[config.mk]
export PLATFORM = sky130hd
export DESIGN_NAME = datapath
export DESIGN_NICKNAME = d
export VERILOG_FILES = /design/src/rtl/datapath_pkg.sv /design/src/rtl/datapath_alu.sv /design/src/rtl/datapath.sv
export SDC_FILE = /design/constraint.sdc
export NUM_CORES = 2
export LEC_CHECK = 0
export ABC_AREA = 1
export BUFFER_PORTS_ARGS = -buffer_cell sky130_fd_sc_hd__buf_4
export CAP_MARGIN = 20
export CORE_MARGIN = 2
export CORE_UTILIZATION = 45
export DETAILED_ROUTE_END_ITERATION = 16
export HOLD_SLACK_MARGIN = 0.15
export PLACE_DENSITY = 0.71
export SETUP_SLACK_MARGIN = 0.02
export SKIP_CTS_REPAIR_TIMING = 1
export SYNTH_ARGS = -nofsm -noshare
export SYNTH_HDL_FRONTEND = slang
export SYNTH_HIERARCHICAL = 1
export SYNTH_SLANG_ARGS = --single-unit
[constraint.sdc]
create_clock -name clk -period 23.4 [get_ports clk]
set_input_delay 3.51 -clock clk [delete_from_list [all_inputs] [get_ports clk]]
set_output_delay 3.51 -clock clk [all_outputs]
set_load 0.1 [all_outputs]
[src/rtl/datapath_pkg.sv]
// rtl/datapath_pkg.sv - opcodes, functs, ALU operations, register indices and encoders
package datapath_pkg;

    localparam logic [5:0] OP_RTYPE = 6'b000000;
    localparam logic [5:0] OP_ADDI  = 6'b001000;
    localparam logic [5:0] OP_LW    = 6'b100011;
    localparam logic [5:0] OP_SW    = 6'b101011;
    localparam logic [5:0] OP_BEQ   = 6'b000100;
    localparam logic [5:0] OP_BNE   = 6'b000101;
    localparam logic [5:0] OP_J     = 6'b000010;

    localparam logic [5:0] FN_ADD = 6'b100000;
    localparam logic [5:0] FN_SUB = 6'b100010;
    localparam logic [5:0] FN_AND = 6'b100100;
    localparam logic [5:0] FN_OR  = 6'b100101;
    localparam logic [5:0] FN_SLT = 6'b101010;
    localparam logic [5:0] FN_MUL = 6'b011000;

    localparam logic [4:0] REG_ZERO = 5'd0;
    localparam logic [4:0] REG_V0   = 5'd2;
    localparam logic [4:0] REG_T0   = 5'd8;

    typedef enum logic [2:0] {
        ALU_ADD,
        ALU_SUB,
        ALU_AND,
        ALU_OR,
        ALU_SLT,
        ALU_MUL
    } alu_op_t;

    function automatic logic [31:0] enc_i(input logic [5:0] op, input logic [4:0] rs,
                                          input logic [4:0] rt, input logic [15:0] imm);
        return {op, rs, rt, imm};
    endfunction

    function automatic logic [31:0] enc_r(input logic [4:0] rs, input logic [4:0] rt,
                                          input logic [4:0] rd, input logic [5:0] funct);
        return {OP_RTYPE, rs, rt, rd, 5'd0, funct};
    endfunction

    function automatic logic [31:0] enc_j(input logic [25:0] target);
        return {OP_J, target};
    endfunction

endpackage

[src/rtl/datapath_alu.sv]
// rtl/datapath_alu.sv - combinational 32-bit ALU with zero flag
module datapath_alu
    import datapath_pkg::*;
(
    input  logic [31:0] a,
    input  logic [31:0] b,
    input  alu_op_t     op,
    output logic [31:0] y,
    output logic        zero
);

    // Operation select; all arithmetic wraps mod 2^32
    always_comb begin
        y = 32'd0;
        case (op)
            ALU_ADD: y = a + b;
            ALU_SUB: y = a - b;
            ALU_AND: y = a & b;
            ALU_OR:  y = a | b;
            ALU_SLT: y = {31'd0, ($signed(a) < $signed(b))};
            ALU_MUL: y = a * b;
            default: y = 32'd0;
        endcase
    end

    assign zero = (y == 32'd0);

endmodule

[src/rtl/datapath.sv]
// rtl/datapath.sv - single-cycle MIPS-subset core with factorial ROM (optional DATAPATH_HALT_EN)
module datapath
    import datapath_pkg::*;
#(
    parameter int FACT_N     = 5,
    parameter int DMEM_WORDS = 32
)
(
    input  logic        clk,
    input  logic        rst,
    output logic [31:0] result,
    output logic [7:0]  pc,
    output logic [5:0]  opcode
`ifdef DATAPATH_HALT_EN
    ,
    output logic        halted
`endif
);

    localparam int DM_AW = (DMEM_WORDS > 1) ? $clog2(DMEM_WORDS) : 1;

    logic [31:0] instr;
    logic [4:0]  rs, rt, rd;
    logic [5:0]  funct;
    logic [15:0] imm;
    logic [31:0] simm;
    logic [31:0] regs [32];
    logic [31:0] dmem [DMEM_WORDS];
    logic [31:0] rs_val, rt_val, alu_b, alu_y, wb, dmem_rdata;
    logic        alu_zero;
    alu_op_t     alu_op;
    logic        alu_src_imm, reg_write, mem_read, mem_write, is_beq, is_bne, jump;
    logic [4:0]  wr_idx;
    logic [DM_AW-1:0] dm_idx;
    logic [7:0]  pc_plus4, next_pc;
    logic        branch_taken;
    logic        unused_shamt;

    // Instruction ROM: the factorial program, all other words execute as NOP
    always_comb begin
        instr = 32'd0;
        case (pc[7:2])
            6'd0: instr = enc_i(OP_ADDI, REG_ZERO, REG_T0, 16'(FACT_N));
            6'd1: instr = enc_i(OP_ADDI, REG_ZERO, REG_V0, 16'd1);
            6'd2: instr = enc_i(OP_BEQ, REG_T0, REG_ZERO, 16'd3);
            6'd3: instr = enc_r(REG_V0, REG_T0, REG_V0, FN_MUL);
            6'd4: instr = enc_i(OP_ADDI, REG_T0, REG_T0, 16'hFFFF);
            6'd5: instr = enc_j(26'd2);
            6'd6: instr = enc_i(OP_SW, REG_ZERO, REG_V0, 16'd0);
            6'd7: instr = enc_j(26'd7);
            default: instr = 32'd0;
        endcase
    end

    assign opcode       = instr[31:26];
    assign rs           = instr[25:21];
    assign rt           = instr[20:16];
    assign rd           = instr[15:11];
    assign funct        = instr[5:0];
    assign imm          = instr[15:0];
    assign simm         = {{16{imm[15]}}, imm};
    assign unused_shamt = ^instr[10:6];

    assign rs_val = regs[rs];
    assign rt_val = regs[rt];

    // Decode: ALU op, operand source, write-back and memory strobes
    always_comb begin
        alu_op      = ALU_ADD;
        alu_src_imm = 1'b0;
        reg_write   = 1'b0;
        wr_idx      = rd;
        mem_read    = 1'b0;
        mem_write   = 1'b0;
        is_beq      = 1'b0;
        is_bne      = 1'b0;
        jump        = 1'b0;
        case (opcode)
            OP_RTYPE: begin
                reg_write = 1'b1;
                case (funct)
                    FN_ADD:  alu_op = ALU_ADD;
                    FN_SUB:  alu_op = ALU_SUB;
                    FN_AND:  alu_op = ALU_AND;
                    FN_OR:   alu_op = ALU_OR;
                    FN_SLT:  alu_op = ALU_SLT;
                    FN_MUL:  alu_op = ALU_MUL;
                    default: reg_write = 1'b0;
                endcase
            end
            OP_ADDI: begin
                alu_src_imm = 1'b1;
                reg_write   = 1'b1;
                wr_idx      = rt;
            end
            OP_LW: begin
                alu_src_imm = 1'b1;
                reg_write   = 1'b1;
                wr_idx      = rt;
                mem_read    = 1'b1;
            end
            OP_SW: begin
                alu_src_imm = 1'b1;
                mem_write   = 1'b1;
            end
            OP_BEQ: begin
                alu_op = ALU_SUB;
                is_beq = 1'b1;
            end
            OP_BNE: begin
                alu_op = ALU_SUB;
                is_bne = 1'b1;
            end
            OP_J:    jump = 1'b1;
            default: ;
        endcase
    end

    assign alu_b = alu_src_imm ? simm : rt_val;

    datapath_alu u_alu (
        .a    (rs_val),
        .b    (alu_b),
        .op   (alu_op),
        .y    (alu_y),
        .zero (alu_zero)
    );

    assign dm_idx     = DM_AW'(32'(alu_y[6:2]) % 32'(DMEM_WORDS));
    assign dmem_rdata = dmem[dm_idx];
    assign wb         = mem_read ? dmem_rdata : alu_y;
    assign result     = reg_write ? wb : 32'd0;

    assign branch_taken = (is_beq & alu_zero) | (is_bne & ~alu_zero);
    assign pc_plus4     = pc + 8'd4;

    // Next-PC select: jump, taken branch, or sequential
    always_comb begin
        next_pc = pc_plus4;
        if (jump)
            next_pc = {instr[5:0], 2'b00};
        else if (branch_taken)
            next_pc = pc_plus4 + {imm[5:0], 2'b00};
    end

    // Program counter
    always_ff @(posedge clk or posedge rst) begin
        if (rst)
            pc <= 8'd0;
        else
            pc <= next_pc;
    end

    // Register file; $zero never takes a write
    always_ff @(posedge clk or posedge rst) begin
        if (rst) begin
            for (int i = 0; i < 32; i++)
                regs[5'(i)] <= 32'd0;
        end else if (reg_write && (wr_idx != REG_ZERO)) begin
            regs[wr_idx] <= wb;
        end
    end

    // Data RAM
    always_ff @(posedge clk or posedge rst) begin
        if (rst) begin
            for (int i = 0; i < DMEM_WORDS; i++)
                dmem[DM_AW'(i)] <= 32'd0;
        end else if (mem_write) begin
            dmem[dm_idx] <= rt_val;
        end
    end

`ifdef DATAPATH_HALT_EN
    logic self_jump;
    logic halt_flag;

    assign self_jump = jump && ({instr[5:0], 2'b00} == pc);
    assign halted    = self_jump | halt_flag;

    // Sticky halt flag, set by the edge that executes a self-jump
    always_ff @(posedge clk or posedge rst) begin
        if (rst)
            halt_flag <= 1'b0;
        else if (self_jump)
            halt_flag <= 1'b1;
    end
`endif

endmodule

==> metrics.md <==
| Metric | Value |
|---|---|
| Status | `finished clean` |
| FF-to-FF setup slack | `11.07 ns` |
| Worst Setup SP | `pc[2]` |
| Wire length per cell | `20.3 um` |
| WP data required | `19.89 ns` |
| Max cap viols | `0` |
| Yosys warnings | `6` |
| CP endpoint kind | `primary output` |
| Synth Register Bits | `1158` |
| Worst VDD drop | `~130 uV` |
| Initial antenna violation count | `3` |
| R2r endpoint | `pc[3]` |
| Power Total | `10200 uW` |
| Post-synth EDFFs | `512` |
| CORE AREA | `between 0.15 and 0.2 mm^2` |
| Number of CTS-inserted buffers | `109` |
| Largest net degree at the start of global routing | `160` |
| Wire length of the first global-routing pass | `369000 um` |
| R2R depth | `43` |
| Rows | `150` |
| Drt pass-1 iters | `7` |
| Max Clock Skew | `0.0496 ns` |
| IO Pins | `48` |
| Syn Area/Cell | `7.69 um^2` |
| Mapped Cells | `9797` |
| Unique masters post-synth | `48` |
| CP arrival | `12.46 ns` |
| Worst-Margin Slew | `around 1.0 ns` |
| Max-slew violations | `0` |
| Die height | `413 um` |
| Htree depth | `3` |
| Ys flop type | `dfrtp_1` |
| Area growth from synthesis to layout | `8.23%` |
| Tot GR Track Use | `about 28%` |
| First DRT Iteration DRCs | `6563` |
| Pleak | `slightly above 0.04 uW` |
| Worst setup path class | `reg -> out` |
| Number of global-route vias before repair | `about 62000` |
| FFs w/ async S/R, synth | `approximately 56%` |
| Area leader, netlist | `nand2_1` |
| Crit path largest cell delay | `0.92 ns` |
| CP Max Fanout | `93` |
| Register area share after synthesis | `41.8%` |
| Setup violators final | `0` |
| RSZ-0062 raised after global routing | `false` |
| DR vias/cell | `5.37` |
| Detailed placer's ending HPWL | `158000 um` |
| Drt drc | `0` |
| Cell with the most instances after synthesis | `nand2_1` |
| Nets | `10200` |
| Ratio of cells with drive above 1 in the final layout | `5.40%` |
| Gr ovfl total | `0` |
| Clock sinks | `1158` |
| Die W | `413 um` |
| Root buf cell | `clkbuf_16` |
| CTS tree | `done` |
| Initial core utilization | `45.2%` |
| Clk_lat worst skew | `between 0.7 and 0.8 ns` |
| Synthesized area | `0.0754 mm^2` |
| CP Capture Point | `result[23]` |
| Setup TNS | `0 ns` |
| DRT Wirelength | `241000 um` |
| Tmin final | `roughly 16 ns` |
| Detail Route Antenna Nets | `0` |
| Die area | `between 0.15 and 0.2 mm^2` |
| Highest clock rate | `about 0.063 GHz` |
| Hold Path Class | `reg -> reg` |
| Port bufs | `44` |
| Final Hold Fails | `0` |
| Max_slew headroom | `31.2%` |
| Most frequent cells after synthesis | `nand2_1, inv_1, dfrtp_1, edfxtp_1, o21ai_1` |
| Total number of vias | `63640` |
| Synth top area share | `between 20% and 30%` |
| Pwr/cell area | `125 mW/mm^2` |
| GP Congestion | `just over 1` |
| Worst Setup Start Kind | `register` |
| Worst path slowest cell | `o21ai_4` |
| Reg clk slew, reported paths | `0.06 ns` |
| CTS Buffer Depth | `3` |
| FF-to-FF Start | `pc[2]` |
| Top cells by area, synth | `nand2_1, dfrtp_1, edfxtp_1, fa_1, inv_1` |
| Fin crit share | `68.3%` |
-- flip-flops by register name (all words and copies together), names as in the netlist --
signal,count
dmem,1024
pc,6
regs,128
-- cells in the final DEF (no fill, tap or decap), drive strengths merged --
cell type	n
nand2	4434
inv	1172
o21ai	741
dfrtp	646
edfxtp	512
fa	411
nor2	377
nand3	288
ha	232
buf	204
a21oi	140
clkbuf	136
o211ai	73
clkinv	50
nand4	34
or2	32
a31oi	32
nor3	26
nand3b	21
xnor2	16
xor2	10
o21bai	10
bufinv	9
conb	7
clkinvlp	7
a21boi	6
a21o	6
nor4	5
and2	3
diode	2
o21a	2
a221oi	2
o2111ai	2
o22ai	2
o31ai	1
-- stage by stage --
step                      setup slack (ns)  cells  cell area, um^2  utilization (%)  hold WS (ns)
after floorplan                       1.79   9803            75400                -         0.449
after global placement                8.41  11643            77900             46.7         0.386
after detailed placement              8.37  11643            77900             46.7         0.389
after CTS                             7.51  11848            81500             48.8         0.404
after global routing                  6.61  11853            81600             48.9         0.412
final                                 7.43  11855            81600             48.9         0.403
-- routing by layer --
metal / share of wire [%] / vias to the layer above / track usage [%]
li1: - / 29654 / -
met1: 40 / 30632 / 37.6
met2: 46 / 2774 / 45.7
met3: 8.7 / 578 / 4.35
met4: 4.6 / 2 / 12.6
met5: 0.0054 / - / 0
-- worst max-delay path: cells and delay by family, from the launching register on --
family | cells | cell delay (ns)
flops | 1 | 0.46
compound gates | 4 | 2.00
buf+inv | 8 | 1.70
simple gates | 14 | 3.02
fa+ha+maj | 10 | 4.45
-- final cells by class --
| cell class | instances | area (um^2) |
|---|---|---|
| timing repair buffer | 204 | 1620 |
| sequential | 1158 | 31500 |
| inverter | 1169 | 4420 |
| multi-input combinational | 6913 | 37700 |
| clock buffer | 136 | 2930 |
| antenna | 2 | 5.00 |
| clock inverter | 69 | 637 |
| tap | 2204 | 2760 |
| fill | 15885 | 85300 |
-- worst min path at each step --
stage | startpoint | endpoint | slack [ns] | cells past startpoint
floorplan | regs[740] | regs[740] | 0.45 | 2
global placement | regs[997] | regs[997] | 0.39 | 0
detailed placement | regs[1011] | regs[1011] | 0.39 | 0
CTS | regs[1011] | regs[1011] | 0.40 | 0
global route | regs[1019] | regs[1019] | 0.41 | 0
finish | regs[1012] | regs[1012] | 0.40 | 0
-- report_power, final --
group	leakage (uW)	internal [uW]	switching, uW
combinational	0.0259	1490	4450
clock	0.00174	991	794
sequential	0.0134	2370	70.0
-- logic make-up after synthesis --
| kind of cell | Yosys count | share of synthesized area, % |
|---|---|---|
| and+or+nand+nor | 5220 | 27.0 |
| xor gates and xnor gates | 26 | 0.302 |
| AOI/OAI and AO/OA | 1017 | 7.18 |
| other | 1 | 0.00498 |
| buffers and inverters | 1732 | 8.87 |
| DFF | 1158 | 41.8 |
| adders and majority gates | 643 | 14.8 |
Note: power is estimated with default switching activity, not from simulation.
